<file path="config.mk">
export PLATFORM = sky130hd
export DESIGN_NAME = raiz_seq_alu
export DESIGN_NICKNAME = d
export VERILOG_FILES = /design/src/rtl/raiz_pkg.sv /design/src/rtl/raiz_restoring_div.sv /design/src/rtl/raiz_seq_alu.sv
export SDC_FILE = /design/constraint.sdc
export NUM_CORES = 1
export LEC_CHECK = 0
export ABC_AREA = 1
export CAP_MARGIN = 20
export CORE_UTILIZATION = 60
export DETAILED_ROUTE_END_ITERATION = 6
export PLACE_DENSITY = 0.92
export SETUP_SLACK_MARGIN = 0.4
export SYNTH_ARGS = -nofsm -noshare
export SYNTH_HDL_FRONTEND = slang
export SYNTH_HIERARCHICAL = 1
export SYNTH_SLANG_ARGS = --single-unit
</file>
<file path="constraint.sdc">
create_clock -name CLK -period 5 [get_ports CLK]
set_input_delay 1 -clock CLK [delete_from_list [all_inputs] [get_ports CLK]]
set_output_delay 1 -clock CLK [all_outputs]
set_load 0.05 [all_outputs]
</file>
<file path="src/rtl/raiz_pkg.sv">
// Shared encodings for the square-root ALU handshake: opcodes match the
// sequencer's RaizOP field; state_t is the responder FSM encoding.
package raiz_pkg;

  localparam logic [1:0] OP_ADD = 2'b00;
  localparam logic [1:0] OP_SUB = 2'b01;
  localparam logic [1:0] OP_SHR = 2'b10;
  localparam logic [1:0] OP_DIV = 2'b11;

  typedef enum logic [1:0] {
    ST_IDLE   = 2'b00,
    ST_EXEC   = 2'b01,
    ST_DIV    = 2'b10,
    ST_FINISH = 2'b11
  } state_t;

endpackage

</file>
<file path="src/rtl/raiz_restoring_div.sv">
// Restoring unsigned divider: one quotient bit per i_step, MSB first,
// WIDTH steps after i_load. o_quot is the quotient including the current step.
module raiz_restoring_div #(
  parameter int WIDTH = 16,
  parameter int CNT_W = $clog2(WIDTH + 1)
) (
  input  logic             i_clk,
  input  logic             i_clr,
  input  logic             i_load,
  input  logic             i_step,
  input  logic [WIDTH-1:0] i_dividend,
  input  logic [WIDTH-1:0] i_divisor,
  output logic [WIDTH-1:0] o_quot,
  output logic [CNT_W-1:0] o_cnt,
  output logic             o_last
);

  logic [WIDTH-1:0] r_rem;
  logic [WIDTH-1:0] r_shf;
  logic [WIDTH-1:0] r_dvs;
  logic [CNT_W-1:0] r_cnt;

  logic [WIDTH:0]   w_part;
  logic [WIDTH:0]   w_diff;
  logic             w_qbit;
  logic [WIDTH-1:0] w_rem_next;

  // Borrow out of the trial subtraction means the divisor did not fit.
  assign w_part     = {r_rem, r_shf[WIDTH-1]};
  assign w_diff     = w_part - {1'b0, r_dvs};
  assign w_qbit     = ~w_diff[WIDTH];
  assign w_rem_next = w_qbit ? w_diff[WIDTH-1:0] : w_part[WIDTH-1:0];

  always_ff @(posedge i_clk) begin
    if (i_clr) begin
      r_rem <= '0;
      r_shf <= '0;
      r_dvs <= '0;
      r_cnt <= '0;
    end else if (i_load) begin
      r_rem <= '0;
      r_shf <= i_dividend;
      r_dvs <= i_divisor;
      r_cnt <= CNT_W'(WIDTH);
    end else if (i_step && (r_cnt != '0)) begin
      r_rem <= w_rem_next;
      r_shf <= {r_shf[WIDTH-2:0], w_qbit};
      r_cnt <= r_cnt - 1'b1;
    end
  end

  assign o_quot = {r_shf[WIDTH-2:0], w_qbit};
  assign o_cnt  = r_cnt;
  assign o_last = (r_cnt == CNT_W'(1));

endmodule

</file>
<file path="src/rtl/raiz_seq_alu.sv">
// Multi-cycle ALU responder for the square-root sequencer: ADD/SUB/SHR in one
// execute cycle, DIV through the restoring divider, one-cycle DONE afterwards.
module raiz_seq_alu
  import raiz_pkg::*;
#(
  parameter int WIDTH = 16
) (
  input  logic             CLK,
  input  logic             RST,
  input  logic             ALURST,
  input  logic             START,
  input  logic [1:0]       OPCODE,
  input  logic [WIDTH-1:0] A,
  input  logic [WIDTH-1:0] B,
  output logic [WIDTH-1:0] RESULT,
  output logic             DONE,
  output logic             BUSY,
  output logic             CARRY,
  output logic             NEG,
  output logic             DIVZ
);

  localparam int CNT_W = $clog2(WIDTH + 1);

  state_t           r_state;
  state_t           w_next;
  logic [1:0]       r_op;
  logic [WIDTH-1:0] r_a;
  logic [WIDTH-1:0] r_b;

  logic             w_clr;
  logic             w_accept;
  logic             w_div_load;
  logic [WIDTH-1:0] w_div_quot;
  logic [CNT_W-1:0] w_div_cnt;
  logic             w_div_last;

  logic [WIDTH:0]   w_sum;
  logic [WIDTH:0]   w_diff;
  logic [WIDTH-1:0] w_res;
  logic             w_carry;
  logic             w_neg;
  logic             w_divz;

  assign w_clr      = RST | ALURST;
  assign w_accept   = (r_state == ST_IDLE) && START;
  assign w_div_load = w_accept && (OPCODE == OP_DIV) && (B != '0);

  raiz_restoring_div #(.WIDTH(WIDTH), .CNT_W(CNT_W)) u_div (
    .i_clk      (CLK),
    .i_clr      (w_clr),
    .i_load     (w_div_load),
    .i_step     (r_state == ST_DIV),
    .i_dividend (A),
    .i_divisor  (B),
    .o_quot     (w_div_quot),
    .o_cnt      (w_div_cnt),
    .o_last     (w_div_last)
  );

  always_ff @(posedge CLK) begin
    if (w_clr) r_state <= ST_IDLE;
    else       r_state <= w_next;
  end

  always_comb begin
    w_next = r_state;
    case (r_state)
      ST_IDLE:   if (START) w_next = ((OPCODE == OP_DIV) && (B != '0)) ? ST_DIV : ST_EXEC;
      ST_EXEC:   w_next = ST_FINISH;
      // Empty counter exit keeps the FSM from parking in DIV if ever unloaded.
      ST_DIV:    if (w_div_last || (w_div_cnt == '0)) w_next = ST_FINISH;
      ST_FINISH: w_next = ST_IDLE;
      default:   w_next = ST_IDLE;
    endcase
  end

  always_comb begin
    DONE = (r_state == ST_FINISH);
    BUSY = (r_state != ST_IDLE);
  end

  always_ff @(posedge CLK) begin
    if (w_clr) begin
      r_op <= OP_ADD;
      r_a  <= '0;
      r_b  <= '0;
    end else if (w_accept) begin
      r_op <= OPCODE;
      r_a  <= A;
      r_b  <= B;
    end
  end

  assign w_sum  = {1'b0, r_a} + {1'b0, r_b};
  assign w_diff = {1'b0, r_a} - {1'b0, r_b};

  always_comb begin
    w_res   = '0;
    w_carry = 1'b0;
    w_neg   = 1'b0;
    w_divz  = 1'b0;
    case (r_op)
      OP_ADD: begin
        w_res   = w_sum[WIDTH-1:0];
        w_carry = w_sum[WIDTH];
      end
      OP_SUB: begin
        w_res = w_diff[WIDTH-1:0];
        w_neg = w_diff[WIDTH];
      end
      OP_SHR: w_res = {1'b0, r_a[WIDTH-1:1]};
      default: begin
        w_res  = '1;
        w_divz = 1'b1;
      end
    endcase
  end

  always_ff @(posedge CLK) begin
    if (w_clr) begin
      RESULT <= '0;
      CARRY  <= 1'b0;
      NEG    <= 1'b0;
      DIVZ   <= 1'b0;
    end else if (r_state == ST_EXEC) begin
      RESULT <= w_res;
      CARRY  <= w_carry;
      NEG    <= w_neg;
      DIVZ   <= w_divz;
    end else if ((r_state == ST_DIV) && w_div_last) begin
      RESULT <= w_div_quot;
      CARRY  <= 1'b0;
      NEG    <= 1'b0;
      DIVZ   <= 1'b0;
    end
  end

endmodule

</file>
After elaboration in Yosys (flattened, before gate mapping)
Cells that the tools add are included.
W data, S select, Z words.
- $add $sub $neg: 4
- $mul: 0
- divide/modulo/power cells: 0
- order comparisons: 0
- eq/ne operators: 9
- shifts and indexed selects: 0
- muxes and demuxes: 19
- bitwise operators: 2
- reductions and logical operators: 18
- operator list (operator ; number):
    $mux W16 ; 5
    $pmux W16 S3 ; 1
    $add A16 B16 Y17 ; 1
    $sub A16 B16 Y17 ; 1
    $sub A17 B16 Y17 ; 1
    $reduce_bool A16 Y1 ; 1
    $mux W5 ; 2
    $eq A2 B2 Y1 const B ; 4
    $pmux W2 S4 ; 1
    $mux W1 ; 7
    $logic_and A1 B1 Y1 ; 6
    $mux W2 ; 3
    $reduce_bool A2 Y1 ; 3
    $eq A5 B1 Y1 const B ; 1
    $logic_not A5 Y1 ; 1
    $reduce_bool A5 Y1 ; 1
    $sub A5 B1 Y5 const B ; 1
    $eq A2 B1 Y1 const B ; 2
    $logic_not A2 Y1 ; 2
    $ne A2 B2 Y1 const B ; 2
    $reduce_or A3 Y1 ; 1
    $reduce_and A2 Y1 ; 1
    $reduce_or A2 Y1 ; 1
    $logic_or A1 B1 Y1 ; 1
    2 further kinds ; 2
- bits in registers: 108
- bits in latches: 0
- memory bits (writable): 0
- memory bits (read-only): 0
- bits of input ports: 38
- logic and storage cells: 65
- memories kept: 0

Logic depth before layout (Yosys ltp)
- depth after elaboration: 5
- depth in mapped cells: 17
- gate-level depth less buffers: 16

Hierarchy
Netlist, hierarchy kept.
- by module, submodules not included (module ; instances ; cells each ; area an instance (um^2)):
    raiz_seq_alu ; 1 ; 717 ; 4516.8
    raiz_restoring_div ; 1 ; 532 ; 3483.3

Worst setup path before layout
Ideal clock, no wire load.
- kind: in2reg
- start point: in START
- end point: reg u_div.r_shf[10]
- setup time: 0.074 ns
- arrival time: 2.569 ns
- setup slack: 2.357 ns
- cell stages on the path: 9
- path buffers: 4
- path through: nand2_1 -> clkbuf_1 -> clkbuf_1 -> nor2_1 -> clkbuf_1 -> nor2_1 -> buf_2 -> nand2_1 -> a31oi_1
- cells in the longest elaborated chain, start to end: 4
- elaborated cells on any way between the ends: 5
- classes of those cells: mux (1); reduce/logical (4)
- ends and longest elaborated chain (element ; line ; RTL):
    from (decl) ; raiz_seq_alu.sv:11 ; input logic START,
    $logic_and A1 B1 Y1 * ; raiz_seq_alu.sv:46 ; assign w_accept = (r_state == ST_IDLE) && START;
    $logic_and A1 B1 Y1 * (2 in a row) ; raiz_seq_alu.sv:47 ; assign w_div_load = w_accept && (OPCODE == OP_DIV) && (B != '0);
    net w_div_load ; raiz_seq_alu.sv:33 ; logic w_div_load;
    $mux W16 / $reduce_bool A2 Y1 (equally long branches) ; - ;
    to (signal assigned) ; raiz_restoring_div.sv:42 ; r_shf <= i_dividend;
    to (signal assigned) ; raiz_restoring_div.sv:47 ; r_shf <= {r_shf[WIDTH-2:0], w_qbit};
    to (decl) ; raiz_restoring_div.sv:19 ; logic [WIDTH-1:0] r_shf;
Mark *: on every way through the listed nets, which the timed path passes. The rest lies on a longest branch.
A chain may end at the register's enable or synchronous reset.

Worst setup path in the final report
- start point: in B[15]
- end point: reg u_div.r_cnt[4], in the netlist u_div/o_cnt[4]
- cells in the longest elaborated chain, start to end: 3
- elaborated cells on any way between the ends: 4
- classes of those cells: mux (1); reduce/logical (3)
- ends and longest elaborated chain (element ; line ; RTL):
    from (decl) ; raiz_seq_alu.sv:14 ; input logic [WIDTH-1:0] B,
    $reduce_bool A16 Y1 * ; raiz_seq_alu.sv:47 ;
    $logic_and A1 B1 Y1 * ; raiz_seq_alu.sv:47 ;
    net w_div_load ; raiz_seq_alu.sv:33 ;
    $mux W5 / $reduce_bool A2 Y1 (equally long branches) ; - ;
    to (signal assigned) ; raiz_restoring_div.sv:44 ; r_cnt <= CNT_W'(WIDTH);
    to (signal assigned) ; raiz_restoring_div.sv:48 ; r_cnt <= r_cnt - 1'b1;
    to (decl) ; raiz_restoring_div.sv:21 ; logic [CNT_W-1:0] r_cnt;
Marked as above.

==> results_dict.tcl <==
set metrics [dict create \
    outcome "completed" \
    synth_area_leaders "dfxtp_1 (27%), nand2_1 (15%), ha_1 (8.8%), inv_1 (8.7%), a21oi_1 (6.9%)" \
    final_antenna_net_count 0 \
    core_mm2 0.0128 \
    yosysMostFrequentCell "nand2_1" \
    hold_viol_final 0 \
    drt-total-wl_um 22100 \
    max_freq_ghz 0.286 \
    grt_max_degree 56 \
    worstPathMaxFanout 34 \
    synth_fa_ha_area_share_pct 9.51 \
    wl_met1_um 8900 \
    powerDensity_mw_per_mm2 261 \
    drt-wirelength-per-cell_um 15.4 \
    grt_pass1_vias 7762 \
    postCtsSetupRepairBufs 0 \
    syn-num-nets 1346 \
    synth-edff-count 0 \
    fin_crit_ps 3490 \
    cts_resized 0 \
    cp-end-kind "register" \
    synthSimpleGateAreaFrac_pct 30.6 \
    port_buffers 58 \
    finalSetupViolCount 0 \
    antenna_found_initial 0 \
    clkTransAtPathRegs_ps 80 \
    synth_warnings 6 \
    crit_required_ps 5260 \
    synth_top_area_share_pct 27.0 \
    ir_worst_vdd_uv 237 \
    synth_seq_area_share_pct 27.0 \
    num_vias 8121 \
    io_pins 59 \
    slew_violations 0 \
    grt_setup_unrepaired "no" \
    synth_top_flop_cell "dfxtp_1" \
    slew_headroom_pct 32.4 \
    dieArea_mm2 0.0138 \
    synth_top_family_by_area "simple AND/OR/NAND/NOR gates" \
    path_cells "clkdlybuf4s50_1 -> nor4_1 -> nand4_1 -> nand3_1 -> nor2_1 -> buf_4 -> inv_1 -> o21ai_0 -> o21ai_0 -> inv_1" \
    worstSetupPathType "in -> reg" \
    drive_gt1_share_pct 7.45 \
    stdcell_count 1434 \
    synth.top_cells.by_count "nand2_1 (328), inv_1 (186), a21oi_1 (110), dfxtp_1 (108), nor2_1 (89)" \
    dr_wl_met3_um 1520 \
    synth_cell_types 44 \
    ys_ff_latch 108 \
    globalRouteTotalUtil_pct 32.7 \
    cts_buffers 9 \
    yosys.area.top_type "dfxtp_1" \
    synthMuxAreaShare_pct 0 \
    start_util_pct 62.4 \
    cp_slowest_cell "inv_1" \
    synth-compound-area-share_pct 17.3 \
    fin_setup_tns_ps 0 \
    drv_cap 0 \
    worst_clock_skew_ps 9.47 \
    drt-initial-drc-count 865 \
    post-place-ws_ps 1220 \
    htree_levels 3 \
    hold_buffers 0 \
    areaGrowthSynthToFinish_pct 9.31 \
    fp.dieW_um 117 \
    cts_tree "built" \
    grt_pass1_wl_um 36400 \
    postSynthAreaPerCell_um2 6.41 \
    hpwlAfterDp_um 16600 \
    insertion_delay_ps 370 \
    syn_area_mm2 0.00800 \
    max_stage_delay_ps 730 \
    setup_ws_ps 1510 \
    topRoutingLayerUsed "met4" \
    dr.pass1.iters 6 \
    die_h_um 117 \
    min_path_type "reg -> reg" \
    overflow 0 \
    root_buffer "clkbuf_16" \
    postSynthCellCount 1249 \
    placed_cells 1418 \
    worstMarginPinSlew_ps 1010 \
    wl_met2_um 10500 \
    max-clock-path-buffers 2 \
    crit_arrival_ps 3750 \
    synthArstFlopShare_pct 0 \
    final_nets 1354 \
    diodes 0 \
    cp_num_buf_inv 4 \
    synthXorXnorAreaFrac_pct 0.876 \
    drc 0 \
    start_kind "input pin" \
    path_delay_family "buffers and inverters" \
    min_period_over_period_pct 69.8 \
    p_leak_nw 4.05 \
    via_per_inst 5.66 \
    cts.sinks 108 \
    gp_congestion 1.00 \
    num_rows 41 \
]
final timing paths:
check,from,to,slack [ps],depth (start not counted)
worst max-delay path,B[15],u_div/o_cnt[4]$_SDFFE_PP0P_,1510,10
worst min-delay path,RESULT[11]$_SDFFE_PP0P_,RESULT[11]$_SDFFE_PP0P_,470,2
worst max register to register,r_state[1]$_SDFFE_PP0P_,RESULT[15]$_SDFFE_PP0P_,2280,8
worst min register to register,RESULT[11]$_SDFFE_PP0P_,RESULT[11]$_SDFFE_PP0P_,470,2
where the power goes:
part | total, mW | switching [mW] | internal (mW)
logic | 0.528 | 0.358 | 0.171
registers | 0.904 | 0.0218 | 0.882
clock network | 0.849 | 0.353 | 0.496
total | 2.28 | 0.733 | 1.55
layer usage:
layer,global-route usage (%),vias up
met5,0,-
met4,20.0,0
met2,55.6,367
li1,-,3985
met1,37.9,3668
met3,6.44,101
cells by family (layout without fill, tap and decap cells):
group | after synthesis | after routing
AOI/OAI and AO/OA | 246 | 246
xor gates and xnor gates | 8 | 8
adders and majority gates | 59 | 59
buffers and inverters | 264 | 277
DFF | 108 | 108
and+or+nand+nor | 564 | 564
per-stage QoR:
step | hold slack [ps] | area [µm²] | util [%] | power, mW
final | 469 | 8740 | 68.2 | 2.28
after global routing | 489 | 8740 | 68.2 | 2.38
after CTS | 469 | 8740 | 68.2 | 2.27
after detailed placement | 458 | 8400 | 65.5 | 1.44
after global placement | 449 | 8400 | 65.5 | 1.43
after floorplan | 433 | 8000 | - | 1.32
flip-flops by register name (all words and copies together) (netlist names):
signal	flops
CARRY	1
u_div/r_dvs	16
u_div/o_cnt	5
DIVZ	1
r_b	16
RESULT	16
u_div/r_rem	16
r_state	2
r_a	16
NEG	1
u_div/r_shf	16
r_op	2
cell type report:
type,count,area (µm²)
clock inverter,6,116
multi-input combinational,877,4670
timing repair buffer,61,603
sequential,108,2160
inverter,200,751
tap,172,215
fill,1099,4080
clock buffer,10,229
cells in the final DEF (no fill, tap or decap), types with 3 or more instances in the layout:
cell / instances
nor3_2: 4
nor2_2: 5
nand3_2: 4
ha_1: 56
bufinv_16: 3
nor2_4: 3
nand4_1: 10
clkbuf_16: 9
nand2_1: 328
and2_1: 4
a21oi_1: 110
nand3_1: 75
o21ai_0: 85
xor2_1: 6
buf_4: 3
nand3b_1: 6
inv_2: 12
fa_1: 3
clkdlybuf4s50_1: 58
o22ai_1: 5
dfxtp_1: 108
or2_2: 4
o211ai_2: 8
nor3_1: 4
inv_6: 3
nand2_2: 21
inv_1: 186
nor4_1: 4
a21oi_2: 12
nor2_1: 88
a31oi_1: 15
tightest hold or removal path, cell delays in order (launching register included):
cell,delay (ps)
dfxtp_1,310
nand2_1,60
a21oi_1,50
Note: power is estimated with default switching activity, not from simulation.
